===== src/rtl/riscv_core_mem_arbiter.sv =====
// riscv_core_mem_arbiter
// Shares one memory port between the instruction fetch path and the data
// path. Requests go straight through combinationally with data given
// priority over fetch. An in-order tag FIFO remembers which requester owns
// each outstanding transaction so that responses, which come back in order,
// can be steered back to the right side.

module riscv_core_mem_arbiter #(
   parameter int p_depth = 2
) (
   input  logic        clk,
   input  logic        reset,

   input  logic        i_imemreq_val,
   output logic        o_imemreq_rdy,
   input  logic [31:0] i_imemreq_msg_addr,

   output logic        o_imemresp_val,
   input  logic        i_imemresp_rdy,
   output logic [31:0] o_imemresp_msg_data,

   input  logic        i_dmemreq_val,
   output logic        o_dmemreq_rdy,
   input  logic        i_dmemreq_msg_rw,
   input  logic [1:0]  i_dmemreq_msg_len,
   input  logic [31:0] i_dmemreq_msg_addr,
   input  logic [31:0] i_dmemreq_msg_data,

   output logic        o_dmemresp_val,
   input  logic        i_dmemresp_rdy,
   output logic [31:0] o_dmemresp_msg_data,

   output logic        o_memreq_val,
   input  logic        i_memreq_rdy,
   output logic        o_memreq_msg_rw,
   output logic [1:0]  o_memreq_msg_len,
   output logic [31:0] o_memreq_msg_addr,
   output logic [31:0] o_memreq_msg_data,

   input  logic        i_memresp_val,
   output logic        o_memresp_rdy,
   input  logic [31:0] i_memresp_msg_data,

   output logic        o_err_orphan_resp
);

   localparam int PtrW = (p_depth > 1) ? $clog2(p_depth) : 1;
   localparam int CntW = PtrW + 1;

   // Owner of each outstanding transaction: 0 = fetch, 1 = data
   logic [p_depth-1:0] r_tags;
   logic [PtrW-1:0]    r_wrPtr;
   logic [PtrW-1:0]    r_rdPtr;
   logic [CntW-1:0]    r_count;
   logic               r_orphan;

   logic w_full;
   logic w_empty;
   logic w_grantOk;
   logic w_selDmem;
   logic w_head;
   logic w_push;
   logic w_pop;

   // A full tag FIFO blocks new grants even if a response drains it this
   // cycle; the grant decision looks only at the registered count.
   assign w_full    = (r_count == CntW'(p_depth));
   assign w_empty   = (r_count == '0);
   assign w_grantOk = !reset && !w_full;
   assign w_selDmem = i_dmemreq_val;
   assign w_head    = r_tags[r_rdPtr];

   assign o_memreq_val  = (i_dmemreq_val || i_imemreq_val) && w_grantOk;
   assign o_dmemreq_rdy = w_grantOk && i_memreq_rdy;
   assign o_imemreq_rdy = w_grantOk && i_memreq_rdy && !i_dmemreq_val;

   // Fetches are always full-word reads with no write data
   assign o_memreq_msg_rw   = w_selDmem ? i_dmemreq_msg_rw   : 1'b0;
   assign o_memreq_msg_len  = w_selDmem ? i_dmemreq_msg_len  : 2'd0;
   assign o_memreq_msg_addr = w_selDmem ? i_dmemreq_msg_addr : i_imemreq_msg_addr;
   assign o_memreq_msg_data = w_selDmem ? i_dmemreq_msg_data : 32'd0;

   assign o_imemresp_val = !reset && i_memresp_val && !w_empty && !w_head;
   assign o_dmemresp_val = !reset && i_memresp_val && !w_empty &&  w_head;
   assign o_imemresp_msg_data = i_memresp_msg_data;
   assign o_dmemresp_msg_data = i_memresp_msg_data;

   assign o_memresp_rdy = !reset && !w_empty && (w_head ? i_dmemresp_rdy : i_imemresp_rdy);

   assign w_push = o_memreq_val && i_memreq_rdy;
   assign w_pop  = i_memresp_val && o_memresp_rdy;

   assign o_err_orphan_resp = r_orphan;

   // Tag storage needs no reset; entries are only read when the count says valid
   always_ff @(posedge clk) begin
      if (!reset && w_push) begin
         r_tags[r_wrPtr] <= w_selDmem;
      end
   end

   // FIFO pointers, occupancy and the sticky orphan-response flag
   always_ff @(posedge clk) begin
      if (reset) begin
         r_wrPtr  <= '0;
         r_rdPtr  <= '0;
         r_count  <= '0;
         r_orphan <= 1'b0;
      end else begin
         if (w_push) begin
            r_wrPtr <= r_wrPtr + PtrW'(1);
         end
         if (w_pop) begin
            r_rdPtr <= r_rdPtr + PtrW'(1);
         end
         case ({w_push, w_pop})
            2'b10:   r_count <= r_count + CntW'(1);
            2'b01:   r_count <= r_count - CntW'(1);
            default: r_count <= r_count;
         endcase
         if (i_memresp_val && w_empty) begin
            r_orphan <= 1'b1;
         end
      end
   end

endmodule

===== config.mk =====
export PLATFORM = sky130hd
export DESIGN_NAME = riscv_core_mem_arbiter
export DESIGN_NICKNAME = d
export VERILOG_FILES = /design/src/rtl/riscv_core_mem_arbiter.sv
export SDC_FILE = /design/constraint.sdc
export NUM_CORES = 1
export LEC_CHECK = 0
export BUFFER_PORTS_ARGS = -buffer_cell sky130_fd_sc_hd__buf_2
export CAP_MARGIN = 0
export CORE_AREA = 2 2 106 108
export CTS_CLUSTER_SIZE = 8
export DETAILED_ROUTE_END_ITERATION = 10
export DIE_AREA = 0 0 108 110
export HOLD_SLACK_MARGIN = 0.06
export SLEW_MARGIN = 0
export SYNTH_ARGS = -nofsm -noshare
export SYNTH_HDL_FRONTEND = slang
export SYNTH_SLANG_ARGS = --single-unit
export TNS_END_PERCENT = 50

===== constraint.sdc =====
create_clock -name clk -period 2.7 [get_ports clk]
set_clock_uncertainty 0.05 [all_clocks]
set_input_delay 0.405 -clock clk [delete_from_list [all_inputs] [get_ports clk]]
set_output_delay 0.405 -clock clk [all_outputs]
set_load 0.05 [all_outputs]

==> results.ini <==
[critical_path]
slowest_delay_ps = 390
startpoint_type = flip-flop
crit_buf_inv = 0
cp_top_family = simple AND/OR/NAND/NOR gates
cp_max_fo = 4
path_cells = and2b_2 -> nor3b_2 -> o21ai_1 -> ha_1 -> or3_1 -> a21oi_1
slowest_stage = dfxtp_1
critPathCaptureType = flip-flop
crit_type = reg -> reg
critPathRequiredTime_ps = 2800
arrival_ps = 2190

[final_layout]
finalInstanceArea_mm2 = 0.00208
n_antenna_cell = 0
layout-drive-gt1-share_pct = 76.3
seq_area_um2 = 160
utilization_pct = 19.4
final_cell_mix = buf_2 (180), and2_1 (35), mux2_2 (32)
nets = 432
syn2layout_area_growth_pct = 42.5
final_cells = 431
multi_input_area_um2 = 778
nFillCells = 1193
mostFrequentLayoutCell = buf_2

[die]
fp.dieH_um = 110
io_pins = 277
core_mm2 = 0.0107
die_x_um = 108
dieArea_mm2 = 0.0119
start_util_pct = 13.6
num_rows = 38

[detailed_routing]
drc = 0
drtAntennaViolNets = 0
wl_um = 4920
vias = 1468
viasPerCell = 3.41
initialDrtViolationCount = 42
first_pass_iters = 4
wire_per_inst_um = 11.4

[pwr]
leakage_nw = 1.13
switching_power_mw = 0.395
combPwrFrac_pct = 65.7
switching_share_pct = 51.0
power_per_cell_area_mw_per_mm2 = 373
clkPwrFrac_pct = 18.5
p_total_mw = 0.775
p_int_mw = 0.380
pwr-share-seq_pct = 15.8
vdd_drop_max_uv = 128

[grt]
grt_antenna_before_repair = 0
grt_pass1_vias = 1353
grt_max_degree = 43
gr-total-overflow = 0
gr-usage-all-layers_pct = 6.84
grt_pass1_wl_um = 6410

[cts]
post_cts_resized = 0
cts.sinks = 7
holdBufCountCts = 0
cts_made_buffers = 3
cts_max_level = 1
path_clk_slew_ps = 40
cts_max_path_buffers = 2
post-cts-setup-buffers = 0
worstSkewPairLatency_ps = 220
cts_tree = done
cts_root_buffer = clkbuf_8

[sta]
slew_viol_final = 0
hold_slack_ps = 376
setup_ws_ps = 607
period_share_pct = 77.5
fmax_ghz = 0.478
min_period_ps = 2090
maxSlewHeadroom_pct = 68.4
rsz0062_at_grt = false
hold_viol_final = 0
worst_slew_pin_slew_ps = 474
tns_ps = 0
finalSetupViolCount = 0

[synth]
synth.area.top_cells = buf_4 (33%), mux2_2 (25%), and2_1 (15%)
synth.yosys.seq_area_share_pct = 11.0
synth_seq_cells = 7
synth_warnings = 0
syn-instance-count = 178
synth_top_cell_by_area = buf_4
synth_top_area_share_pct = 32.9
syn_area_per_cell_um2 = 8.20
synth_cell_type_count = 24
synth_area_mm2 = 0.00146
synth.net_count = 318

[placement]
gp_congestion = 0.672
dp.final_hpwl_um = 4240
dp_slack_ps = 579
dp.cells = 427
dpl-instance-area_mm2 = 0.00203
port_buffers = 180

[hold_path]
min_path_type = in -> reg

[run]
max_cap_violations = 0

[status]
status = finished clean

[power by group through the flow]
stage,clock [mW],combinational [mW],sequential [mW]
floorplan,0,0.609,0.128
global placement,0,0.506,0.123
detailed placement,0,0.510,0.124
CTS,0.151,0.512,0.122
global route,0.158,0.536,0.123
finish,0.143,0.510,0.122
[layout make-up]
cell class | instances | share of cell area [%]
Timing Repair Buffer | 182 | 44.1
Multi-Input combinational cell | 97 | 37.4
Inverter | 1 | 0.181
Sequential cell | 7 | 7.71
Tap cell | 140 | 8.43
Clock buffer | 4 | 2.17
[sequential cells by signal, summed over array words and instances (netlist names)]
signal and count:
r_count 2, r_rdPtr 1, r_wrPtr 1, r_tags 2
o_err_orphan_resp 1
[worst min-delay path, cell delays in order]
cell and delay (ps):
buf_2 90, a21oi_1 50, nor2_1 70
[cell families after synthesis]
logic type                 after synthesis  synth area share (%)
and+or+nand+nor                         53                  22.5
AOI/OAI and AO/OA                        6                  2.06
buffers and inverters                   74                  35.7
muxes                                   35                  26.8
DFF                                      7                  11.0
xor gates and xnor gates                 2                  1.20
adders and majority gates                1                 0.857
[Yosys cell counts, drive strengths merged]
| cell type | instances |
|---|---|
| nor2 | 8 |
| or3 | 2 |
| mux2 | 32 |
| dfxtp | 5 |
| o21ai | 3 |
| xor2 | 1 |
| nand2b | 1 |
| nor3b | 1 |
| ha | 1 |
| nor3 | 2 |
| or3b | 1 |
| and2 | 35 |
| buf | 66 |
| a21oi | 3 |
| xnor2 | 1 |
| edfxtp | 2 |
| nor2b | 1 |
| mux2i | 3 |
| clkbuf | 7 |
| inv | 1 |
| and2b | 2 |
[path summary, 6_finish.rpt]
path | from | end | slack [ps] | cells after the start
worst max-delay path | r_count[0]$_SDFFE_PP0P_ | r_count[1]$_SDFFE_PP0P_ | 610 | 6
worst min-delay path | i_memresp_val | o_err_orphan_resp$_SDFFE_PP0P_ | 380 | 3
worst max register to register | r_count[0]$_SDFFE_PP0P_ | r_count[1]$_SDFFE_PP0P_ | 610 | 6
worst min register to register | o_err_orphan_resp$_SDFFE_PP0P_ | o_err_orphan_resp$_SDFFE_PP0P_ | 430 | 2
[routing by layer]
layer  global-route usage [%]  share of wire, %
met5                        0                 0
met2                     11.7                50
met3                     2.29               9.0
met1                     8.34                40
met4                     1.56              0.28
(Power assumes the default switching activity.)
